## src/rtl/uart_tx_scheduler_if.sv

```systemverilog
// Request bus shared by the byte sources feeding uart_tx_scheduler.
// Requester i offers REQ_DATA[8i+7:8i] while REQ_VALID[i] is high until REQ_READY[i].
`default_nettype none

interface uart_tx_scheduler_if #(
   parameter int REQ_COUNT = 3
);
   logic [REQ_COUNT-1:0]   REQ_VALID;
   logic [8*REQ_COUNT-1:0] REQ_DATA;
   logic [REQ_COUNT-1:0]   REQ_READY;

   modport master (
      output REQ_VALID,
      output REQ_DATA,
      input  REQ_READY
   );

   modport slave (
      input  REQ_VALID,
      input  REQ_DATA,
      output REQ_READY
   );
endinterface

`default_nettype wire

```

## src/rtl/uart_tx_scheduler.sv

```systemverilog
// Round-robin arbiter in front of an 8N1 UART transmitter with its own baud timing.
// One byte is accepted per idle cycle; the winner's byte is sent LSB first on TXD.
`default_nettype none

module uart_tx_scheduler #(
   parameter int CLOCKS_PER_BAUD = 5208,
   parameter int REQ_COUNT       = 3,
   parameter int ID_WIDTH        = 2
) (
   input  logic                CLOCK_50M,
   input  logic                RESET_N,
   uart_tx_scheduler_if.slave  req,
   output logic                TXD,
   output logic                BUSY,
   output logic [ID_WIDTH-1:0] GRANT_ID,
   output logic                TX_DONE
);

   localparam int              CNT_W   = (CLOCKS_PER_BAUD > 1) ? $clog2(CLOCKS_PER_BAUD) : 1;
   localparam logic [CNT_W-1:0] BIT_END = CNT_W'(CLOCKS_PER_BAUD - 1);

   localparam logic [1:0] S_IDLE  = 2'd0;
   localparam logic [1:0] S_START = 2'd1;
   localparam logic [1:0] S_DATA  = 2'd2;
   localparam logic [1:0] S_STOP  = 2'd3;

   logic [1:0]          state;
   logic [1:0]          state_nxt;
   logic [CNT_W-1:0]    baud_cnt;
   logic [CNT_W-1:0]    baud_cnt_nxt;
   logic [2:0]          bit_idx;
   logic [2:0]          bit_idx_nxt;
   logic [7:0]          shift;
   logic [7:0]          shift_nxt;
   logic [ID_WIDTH-1:0] last_grant;
   logic [ID_WIDTH-1:0] last_grant_nxt;
   logic [ID_WIDTH-1:0] grant_nxt;
   logic                txd_nxt;
   logic                busy_nxt;
   logic                done_nxt;

   logic                bit_end;
   logic                accept;
   logic                win_found;
   logic [ID_WIDTH-1:0] win_idx;
   logic [REQ_COUNT-1:0] win_onehot;
   logic [7:0]          win_data;

   assign bit_end = (baud_cnt == BIT_END);

   // Search order starts just after the last grant; first valid requester found wins.
   always_comb begin
      win_found  = 1'b0;
      win_idx    = '0;
      win_onehot = '0;
      win_data   = '0;
      for (int k = 1; k <= REQ_COUNT; k++) begin
         for (int i = 0; i < REQ_COUNT; i++) begin
            if (!win_found && req.REQ_VALID[i] &&
                (i == ((int'(last_grant) + k) % REQ_COUNT))) begin
               win_found     = 1'b1;
               win_idx       = ID_WIDTH'(i);
               win_onehot[i] = 1'b1;
               win_data      = req.REQ_DATA[8*i +: 8];
            end
         end
      end
   end

   // Gated by RESET_N so no byte is taken while reset is held.
   assign accept        = (state == S_IDLE) && win_found && RESET_N;
   assign req.REQ_READY = accept ? win_onehot : '0;

   always_ff @(posedge CLOCK_50M or negedge RESET_N) begin
      if (!RESET_N) begin
         state <= S_IDLE;
      end else begin
         state <= state_nxt;
      end
   end

   always_comb begin
      state_nxt = state;
      case (state)
         S_IDLE:  if (accept)                     state_nxt = S_START;
         S_START: if (bit_end)                    state_nxt = S_DATA;
         S_DATA:  if (bit_end && bit_idx == 3'd7) state_nxt = S_STOP;
         S_STOP:  if (bit_end)                    state_nxt = S_IDLE;
         default:                                 state_nxt = S_IDLE;
      endcase
   end

   always_comb begin
      baud_cnt_nxt   = bit_end ? '0 : baud_cnt + 1'b1;
      bit_idx_nxt    = bit_idx;
      shift_nxt      = shift;
      last_grant_nxt = last_grant;
      grant_nxt      = GRANT_ID;
      done_nxt       = 1'b0;
      case (state)
         S_IDLE: begin
            baud_cnt_nxt = '0;
            if (accept) begin
               shift_nxt      = win_data;
               grant_nxt      = win_idx;
               last_grant_nxt = win_idx;
               bit_idx_nxt    = 3'd0;
            end
         end
         S_START: begin
            if (bit_end) bit_idx_nxt = 3'd0;
         end
         S_DATA: begin
            if (bit_end) begin
               shift_nxt   = shift >> 1;
               bit_idx_nxt = bit_idx + 3'd1;
            end
         end
         S_STOP: begin
            if (bit_end) done_nxt = 1'b1;
         end
         default: begin
            baud_cnt_nxt = '0;
         end
      endcase

      // TXD is registered, so it is derived from the state being entered.
      busy_nxt = (state_nxt != S_IDLE);
      case (state_nxt)
         S_START: txd_nxt = 1'b0;
         S_DATA:  txd_nxt = shift_nxt[0];
         default: txd_nxt = 1'b1;
      endcase
   end

   always_ff @(posedge CLOCK_50M or negedge RESET_N) begin
      if (!RESET_N) begin
         baud_cnt   <= '0;
         bit_idx    <= 3'd0;
         shift      <= 8'd0;
         last_grant <= ID_WIDTH'(REQ_COUNT - 1);
         GRANT_ID   <= '0;
         TXD        <= 1'b1;
         BUSY       <= 1'b0;
         TX_DONE    <= 1'b0;
      end else begin
         baud_cnt   <= baud_cnt_nxt;
         bit_idx    <= bit_idx_nxt;
         shift      <= shift_nxt;
         last_grant <= last_grant_nxt;
         GRANT_ID   <= grant_nxt;
         TXD        <= txd_nxt;
         BUSY       <= busy_nxt;
         TX_DONE    <= done_nxt;
      end
   end

endmodule

`default_nettype wire

```

## src/flat_wrapper.sv

```systemverilog
// flat-port wrapper written by rule: the top's interface ports become plain ports
module uart_tx_scheduler_flat 
#(
   parameter int CLOCKS_PER_BAUD = 5208,
   parameter int REQ_COUNT       = 3,
   parameter int ID_WIDTH        = 2
)
  (CLOCK_50M, RESET_N, TXD, BUSY, GRANT_ID, TX_DONE, req_REQ_VALID, req_REQ_DATA, req_REQ_READY);
  uart_tx_scheduler_if #(.REQ_COUNT(REQ_COUNT)) req_i ();
  input  logic CLOCK_50M;
  input  logic RESET_N;
  output logic TXD;
  output logic BUSY;
  output logic [ID_WIDTH-1:0] GRANT_ID;
  output logic TX_DONE;
  input wire logic [$bits(req_i.REQ_VALID)-1:0] req_REQ_VALID;
  input wire logic [$bits(req_i.REQ_DATA)-1:0] req_REQ_DATA;
  output wire logic [$bits(req_i.REQ_READY)-1:0] req_REQ_READY;
  assign req_i.REQ_VALID = req_REQ_VALID;
  assign req_i.REQ_DATA = req_REQ_DATA;
  assign req_REQ_READY = req_i.REQ_READY;
  uart_tx_scheduler #(.CLOCKS_PER_BAUD(CLOCKS_PER_BAUD), .REQ_COUNT(REQ_COUNT), .ID_WIDTH(ID_WIDTH)) u_core (.CLOCK_50M(CLOCK_50M), .RESET_N(RESET_N), .req(req_i), .TXD(TXD), .BUSY(BUSY), .GRANT_ID(GRANT_ID), .TX_DONE(TX_DONE));
endmodule
```

## config.mk

```make
export PLATFORM = sky130hd
export DESIGN_NAME = uart_tx_scheduler_flat
export DESIGN_NICKNAME = d
export VERILOG_FILES = /design/src/rtl/uart_tx_scheduler_if.sv /design/src/rtl/uart_tx_scheduler.sv /design/src/flat_wrapper.sv
export SDC_FILE = /design/constraint.sdc
export NUM_CORES = 1
export LEC_CHECK = 0
export CAP_MARGIN = 10
export CORE_MARGIN = 3
export CORE_UTILIZATION = 56
export CTS_CLUSTER_SIZE = 8
export DETAILED_ROUTE_END_ITERATION = 8
export PLACE_DENSITY_LB_ADDON = 0.05
export SYNTH_ARGS = -nofsm -noshare
export SYNTH_HDL_FRONTEND = slang
export SYNTH_SLANG_ARGS = --single-unit
```

## constraint.sdc

```tcl
create_clock -name CLOCK_50M -period 9.95 [get_ports CLOCK_50M]
set_input_delay 2.985 -clock CLOCK_50M [delete_from_list [all_inputs] [get_ports CLOCK_50M]]
set_output_delay 2.985 -clock CLOCK_50M [all_outputs]
set_load 0.01 [all_outputs]
```

-- After elaboration in Yosys (flattened, before gate mapping)
Cells that the tools add are included.
- bits in registers: 33
- bits in latches: 0
- RAM bits: 0
- memory bits (read-only): 0
- output and inout port bits: 8
- logic and storage cells: 124
- memories kept: 0
- add/subtract/negate cells: 5
- $mul: 0
- divide/modulo/power cells: 3
- magnitude comparators: 0
- eq/ne operators: 16
- shift operators: 0
- mux-type cells: 52
- bitwise logic cells: 0
- reduce and logical (&&, ||, !) cells: 38
- operators with widths (kind ; count):
    2-bit by 32-bit equality test with 1-bit output, first input constant ; 3
    3-bit by 32-bit equality test with 1-bit output, first input constant ; 3
    32-bit zero test ; 3
    32-bit by 3-bit modulo with 32-bit output, second input constant ; 3
    8-bit two-way mux ; 11
    13-bit two-way mux ; 2
    2-bit two-way mux ; 11
    1-bit logical AND ; 20
    1-bit two-way mux ; 20
    8-bit one-hot mux with 2 select lines ; 1
    13-bit by 1-bit adder with 13-bit output, second input constant ; 1
    13-bit equality test, second input constant ; 1
    3-bit two-way mux ; 4
    3-bit one-hot mux with 3 select lines ; 1
    1-bit zero test ; 8
    2-bit one-hot mux with 4 select lines ; 1
    2-bit by 2-bit adder with 3-bit output, second input constant ; 2
    2-bit equality test, second input constant ; 3
    2-bit by 1-bit inequality test with 1-bit output, second input constant ; 3
    2-bit by 1-bit equality test with 1-bit output, second input constant ; 2
    4-bit AND reduction ; 1
    2-bit nonzero test ; 2
    2-bit by 1-bit adder with 3-bit output, second input constant ; 1
    3-bit by 1-bit adder with 3-bit output, second input constant ; 1
    other kinds (6) ; 6

-- Depth between registers and ports, before layout
Gate-level depths: netlist of the first run.
- depth after elaboration: 43
- gate-level depth with buffers: 9
- gate-level depth less buffers: 7

-- Worst setup path after synthesis of the first run
Ideal clock, no wire load.
- path kind: input-to-output
- start point: input req_REQ_VALID[0]
- end point: output req_REQ_READY[2]
- arrival: 4328 ps
- data required time: 6965 ps
- slack: 2637 ps
- stages: 7
- path buffers: 2
- path through: clkbuf_1 -> a21oi_1 -> o21a_1 -> a21oi_1 -> clkbuf_1 -> nand2_1 -> inv_1
- longest elaborated chain between the ends: 37
- elaborated cells on any way between the ends: 40
- ends and longest elaborated chain (what ; line ; text):
    start, declared ; flat_wrapper.sv:16 ; input wire logic [$bits(req_i.REQ_VALID)-1:0] req_REQ_VALID;
    1-bit logical AND ; uart_tx_scheduler.sv:59 ; if (!win_found && req.REQ_VALID[i] &&
    1-bit two-way mux ; uart_tx_scheduler.sv:59 ;
    1-bit zero test ; uart_tx_scheduler.sv:59 ;
    1-bit logical AND (2 in series) ; uart_tx_scheduler.sv:59 ;
    1-bit two-way mux ; uart_tx_scheduler.sv:59 ;
    1-bit zero test ; uart_tx_scheduler.sv:59 ;
    1-bit logical AND (2 in series) ; uart_tx_scheduler.sv:59 ;
    1-bit two-way mux ; uart_tx_scheduler.sv:59 ;
    [16 not listed] ; - ;
    1-bit zero test ; uart_tx_scheduler.sv:59 ;
    1-bit logical AND (2 in series) ; uart_tx_scheduler.sv:59 ;
    1-bit two-way mux ; uart_tx_scheduler.sv:59 ;
    1-bit zero test ; uart_tx_scheduler.sv:59 ;
    1-bit logical AND (2 in series) ; uart_tx_scheduler.sv:59 ;
    1-bit two-way mux ; uart_tx_scheduler.sv:59 ;
    1-bit logical AND (2 in series) ; uart_tx_scheduler.sv:71 ; assign accept = (state == S_IDLE) && win_found && RESET_N;
    3-bit two-way mux (*) ; uart_tx_scheduler.sv:72 ; assign req.REQ_READY = accept ? win_onehot : '0;
    end, declared ; flat_wrapper.sv:18 ; output wire logic [$bits(req_i.REQ_READY)-1:0] req_REQ_READY;
Every way passes the cells marked *; elsewhere a longest branch is shown, timed or not.

-- Final worst setup path of the first run
- start point: input req_REQ_VALID[0]
- end point: output req_REQ_READY[1]
The elaborated chain is that of the path after synthesis.

==> results of run 1 <==
==> placed cells by master, fill, tap and decap left out, types with 6 or more instances in the layout <==
cell type	n
nor2_1	23
ha_1	6
o211ai_1	8
o21ai_0	18
nor3_1	7
a31oi_1	6
xnor2_1	6
clkdlybuf4s50_1	36
dfrtp_1	30
nand3_1	26
inv_1	11
nand2_1	28
a21oi_1	14
==> worst min-delay path: cells and delay by family, from the launching register on <==
family / cells / cell delay, ns
DFF: 1 / 0.34
and+or+nand+nor: 2 / 0.10
==> power groups by stage <==
stage,registers [µW],logic [µW],clock network (µW)
global route,130,33.3,130
floorplan,133,12.4,0
CTS,130,30.4,123
detailed placement,133,30.3,0
finish,130,30.6,121
global placement,133,30.4,0
==> per-stage QoR <==
step	util	power (µW)
after floorplan	-	145
after global placement	0.703	163
after detailed placement	0.703	163
after CTS	0.731	283
after global routing	0.731	293
final	0.731	282
==> layer usage <==
layer	track usage	wire length, µm	vias up
met5	0	0	-
met4	0.0681	92	0
met3	0.0489	241	12
met2	0.372	2660	61
met1	0.335	2750	1072
li1	-	-	1111
==> registers in the layout (all words and copies together) (netlist names) <==
signal	flops
u_core.BUSY	1
u_core.TX_DONE	1
u_core.baud_cnt	13
u_core.bit_idx	3
u_core.shift	8
u_core.last_grant	2
u_core.TXD	1
u_core.state	2
u_core.GRANT_ID	1
==> final cells by class <==
class                           count  area (µm²)
Tap cell                           48        60.1
Inverter                           11        41.3
Clock buffer                        6        72.6
Sequential cell                    32         803
Multi-Input combinational cell    222        1400
Timing Repair Buffer               40         390
Clock inverter                      2        35.0
Fill cell                         322        1030
==> worst min-delay path by stage <==
| stage | from | depth (start not counted) | to | slack, ns |
|---|---|---|---|---|
| after global placement | u_core.GRANT_ID[1] | 2 | u_core.GRANT_ID[1] | 0.46 |
| after floorplan | u_core.shift[7] | 2 | u_core.shift[7] | 0.47 |
| final | u_core.GRANT_ID[1] | 2 | u_core.GRANT_ID[1] | 0.48 |
| after CTS | u_core.GRANT_ID[1] | 2 | u_core.GRANT_ID[1] | 0.48 |
| after global routing | u_core.GRANT_ID[1] | 2 | u_core.GRANT_ID[1] | 0.50 |
| after detailed placement | u_core.GRANT_ID[1] | 2 | u_core.GRANT_ID[1] | 0.46 |
==> cell families after synthesis <==
kind of cell,after synthesis,synth area share
XOR/XNOR,11,0.0414
buffers and inverters,28,0.0549
AND/OR/NAND/NOR,116,0.257
flip-flops,32,0.345
AO/OA/AOI/OAI,86,0.255
adder cells (fa/ha/maj),6,0.0323
multiplexers,3,0.0140
==> reports/results.ini, run 1 <==
[pwr]
sw_frac_of_total = 0.219
peakVddDrop_mv = 0.103
p_sw_uw = 61.6
p_int_uw = 220
p_per_area_mw_per_mm2 = 101
p_comb_frac = 0.108
seqPwrFrac = 0.462
p_leak_uw = 0.00113
p_clk_frac = 0.430

[setup_path]
crit_chain = clkdlybuf4s50_1 > a21oi_1 > o211ai_1 > o2bb2ai_1 > and2_1 > clkdlybuf4s50_1
end_kind = primary output
required_ns = 6.97
path_depth = 6
startpoint_type = input pin
path_common_cell = clkdlybuf4s50_1
reg2reg_slack_ns = 7.37
r2r_start = u_core.last_grant[0]
crit_arrival_ns = 5.52
critPathMaxFanout = 17
slowest_stage = clkdlybuf4s50_1
path_buf_inv = 2
endpoint = req_REQ_READY[1]
timing.rr.end = u_core.shift[0]
critPathMaxStageDelay_ns = 0.81
r2r_cells = 7
cpLargestDelayFamily = buffers and inverters
crit_start = req_REQ_VALID[0]
crit_type = input pin to primary output

[die]
die_w_um = 70.4
coreArea_mm2 = 0.00383
design.die.area_mm2 = 0.00496
rows = 22
die_h_um = 70.4
start_util = 0.608
ios = 37

[clocking]
root_buffer = clkbuf_8
post_cts_resized = 0
cts_buffers = 5
clk_path_buf_depth = 2
clk_latency_ns = 0.28
cts_setup_buffers = 0
htreeDepth = 2
postCtsHoldBufs = 0
clk_pin_slew_ns = 0.07
cts.sinks = 32
cts_tree = done

[timing]
finalHoldViolCount = 0
fmax_mhz = 118
max_slew.worst_pin.slew_ns = 0.840
slew_viol_final = 0
post-route-min-period_ns = 8.50
fin_setup_tns_ns = 0
maxSlewHeadroom = 0.435
grt_setup_unrepaired = no
timing.hold.ws_ns = 0.477
setup-violations-final = 0
setup_ws_ns = 1.45
finalCritPeriodShare = 0.855
fin_worst_skew_ns = 0.0104

[yosys]
synthDistinctLibCells = 57
syn_area_per_cell_um2 = 8.25
syn_area_mm2 = 0.00233
synthCells = 282
synth-seq-cells = 32
syn_nets = 317
ys_warn_count = 0
yosysTopAreaCellShare = 0.323
ys_seq_area_frac = 0.345
yosysTopAreaCell = dfrtp_1
synth_edf_count = 0
synth_top_cells_by_area = dfrtp_1, nand3_1, nand2_1, o21ai_0, nor2_1
synth.most_common_cell = dfrtp_1
synthFlopType = dfrtp_1
synth_commonest_cells = dfrtp_1, nand2_1, nand3_1, nor2_1, o21ai_0
synth-async-reset-ratio = 1.00

[placement]
io_buffers = 36
gp_congestion = 0.942
place_area_mm2 = 0.00269
dp_cells = 353
dp_hpwl_um = 4240
pre_cts_ws_ns = 1.49

[final_layout]
nets = 347
fin_area_mm2 = 0.00280
final-instance-count-excl-fill = 361
insertedDiodeCount = 0
syn_to_final_growth_pct = 20.3
drive_gt1_frac = 0.0575

[global_route]
gr-total-overflow = 0
grt_max_degree = 35
antenna_found_initial = 0
grt.total_usage = 0.239
grt_pass1_vias = 2139
grt_first_pass_wirelength_um = 9700

[flow_run]
drv_cap = 0

[routing]
drc_errors = 0
antenna_left = 0
viasPerCell = 6.25
wl_per_cell_um = 15.9
first_pass_iters = 4
finalWirelength_um = 5740
drtIter0Drc = 223
vias = 2256

[run_status]
status = finished, final reports clean

[min_path]
hold_path.class = flip-flop to flip-flop

Note: power is estimated with default switching activity, not from simulation.
==> inputs of run 2 (changes only) <==
SETUP_SLACK_MARGIN = 0.4   (was not set)
==> results of run 2 <==
The final DEF is identical to that of run 1; final timing and power are the same.
==> inputs of run 3 (changes only) <==
CORE_UTILIZATION = 50   (was 56)
clock period = 8.1 ns   (was 9.95 ns; I/O delays follow)
==> reports/results.ini, run 3 (synthesized netlist as in run 1, its figures left out) <==
[pwr]
p_sw_uw = 76.3  ; +24%
power_uw = 347  ; +23%
p_clk_frac = 0.431  ; about the same
p_int_uw = 271  ; +23%
p_per_area_mw_per_mm2 = 123  ; +22%
sw_frac_of_total = 0.220  ; +0.00117
peakVddDrop_mv = 0.0778  ; -25%
p_leak_uw = 0.00114  ; +0.86%
seqPwrFrac = 0.460  ; -0.002
p_comb_frac = 0.108  ; about the same

[clocking]
clk_pin_slew_ns = 0.07  ; about the same
postCtsHoldBufs = 0  ; unchanged
cts_tree = done
cts.sinks = 32  ; unchanged
cts_setup_buffers = 0  ; unchanged
htreeDepth = 2  ; unchanged
clk_path_buf_depth = 2  ; unchanged
post_cts_resized = 0  ; unchanged
cts_buffers = 5  ; unchanged
clk_latency_ns = 0.28  ; about the same
root_buffer = clkbuf_8

[setup_path]
path_common_cell = clkdlybuf4s50_1
critPathMaxStageDelay_ns = 0.80  ; about the same
end_kind = primary output
required_ns = 5.67  ; -1.30 ns
startpoint_type = input pin
crit_arrival_ns = 4.97  ; -0.55 ns
crit_type = input pin to primary output
crit_chain = clkdlybuf4s50_1 > a21oi_1 > o211ai_1 > o2bb2ai_1 > and2_1 > clkdlybuf4s50_1
slowest_stage = clkdlybuf4s50_1
critPathMaxFanout = 17  ; unchanged

[final_layout]
largest_reg_flops = 13  ; unchanged
regArea_um2 = 803  ; unchanged
fin_area_mm2 = 0.00282  ; +0.72%
fill_cells = 406  ; +26%
final-instance-count-excl-fill = 367  ; +1.7%
syn_to_final_growth_pct = 21.1
nets = 349  ; +0.58%
final_common_cell = clkdlybuf4s50_1
reg_top3 = u_core.baud_cnt: 13 flops, u_core.shift: 8 flops, u_core.bit_idx: 3 flops
largest-register = u_core.baud_cnt
final_cell_mix = clkdlybuf4s50_1, dfrtp_1, nand2_1, nand3_1, nor2_1
drive_gt1_frac = 0.0635  ; +0.00598
insertedDiodeCount = 0  ; unchanged
multi_input_area_mm2 = 0.00140  ; unchanged

[global_route]
gr-total-overflow = 0  ; unchanged
grt_pass1_vias = 2080  ; -2.8%
antenna_found_initial = 0  ; unchanged
top_usage_layer = met2
grt.total_usage = 0.213  ; -0.0265
grt_first_pass_wirelength_um = 9360  ; -3.6%
grt_use_met3 = 0.0392  ; -0.00973
grt_max_degree = 34  ; -2.9%
gr-usage-met2 = 0.362  ; -0.00994
met1_usage = 0.278  ; -0.0569

[die]
rows = 24  ; +9.1%
start_util = 0.527  ; -0.0810
coreArea_mm2 = 0.00441  ; +15%
design.die.area_mm2 = 0.00551  ; +11%
die_h_um = 74.2  ; +5.3%
ios = 37  ; unchanged
die_w_um = 74.2  ; +5.3%

[timing]
setup-violations-final = 0  ; unchanged
slew_viol_final = 0  ; unchanged
fin_worst_skew_ns = 0.0105  ; +0.0000460 ns
fin_setup_tns_ns = 0  ; unchanged
finalHoldViolCount = 0  ; unchanged
max_slew.worst_pin.slew_ns = 0.801  ; -0.0397 ns
maxSlewHeadroom = 0.464  ; +0.0293
grt_setup_unrepaired = no
fmax_mhz = 135
post-route-min-period_ns = 7.40
finalCritPeriodShare = 0.914

[routing]
drc_errors = 0  ; unchanged
finalWirelength_um = 5490  ; -4.4%
wl_per_cell_um = 15.0  ; -5.9%
viasPerCell = 5.93  ; -5.1%
first_pass_iters = 4  ; unchanged
drtIter0Drc = 127  ; -43%
antenna_left = 0  ; unchanged
vias = 2176  ; -3.5%

[run_status]
status = finished, final reports clean

[flow_run]
drv_cap = 0  ; unchanged

[placement]
dp_cells = 359  ; +1.7%
gp_congestion = 0.874  ; -7.2%
place_area_mm2 = 0.00271  ; +0.74%
io_buffers = 36  ; unchanged
dp_hpwl_um = 4160  ; -2.0%

[min_path]
hold_path.class = flip-flop to flip-flop

-- run 3: power by group through the flow --
stage	registers, µW	clock network [µW]	logic, µW
floorplan	163	0	15.2
global placement	163	0	37.4
detailed placement	163	0	37.2
CTS	160	153	37.4
global route	160	160	41.2
finish	160	150	37.5
-- run 3: worst max-delay path, delay by kind of cell --
family,cells,cell delay [ns]
buffers and inverters,2,1.28
AOI/OAI and AO/OA,3,1.04
and+or+nand+nor,1,0.22
-- run 3: path summary, 6_finish.rpt --
path	startpoint	end	slack [ns]	depth (start not counted)
worst max-delay path	req_REQ_VALID[0]	req_REQ_READY[1]	0.70	6
worst min-delay path	u_core.GRANT_ID[1]	u_core.GRANT_ID[1]	0.48	2
worst max register to register	u_core.last_grant[0]	u_core.shift[0]	5.52	7
worst min register to register	u_core.GRANT_ID[1]	u_core.GRANT_ID[1]	0.48	2
max in group asynchronous	RESET_N	u_core.TXD	5.16	2
min in group asynchronous	RESET_N	u_core.bit_idx[0]	2.61	2
-- run 3: cell type report --
type                       instances  share of cell area
timing repair buffer              42               0.144
sequential                        32               0.285
clock inverter                     2              0.0124
tap                               52              0.0231
clock buffer                       6              0.0258
inverter                          11              0.0147
multi-input combinational        222               0.495
-- run 3: per-layer routing --
layer  wire length, µm  vias to the layer above
li1                  -                     1107
met1              2560                      999
met2              2610                       63
met3               256                        7
met4                63                        0
met5                 0                        -
-- run 3: per-stage QoR --
step,utilization,setup slack [ns],hold slack (ns)
floorplan,-,1.90,0.468
global placement,0.614,0.798,0.458
detailed placement,0.614,0.757,0.463
CTS,0.638,0.742,0.480
global route,0.638,0.473,0.526
finish,0.638,0.699,0.476
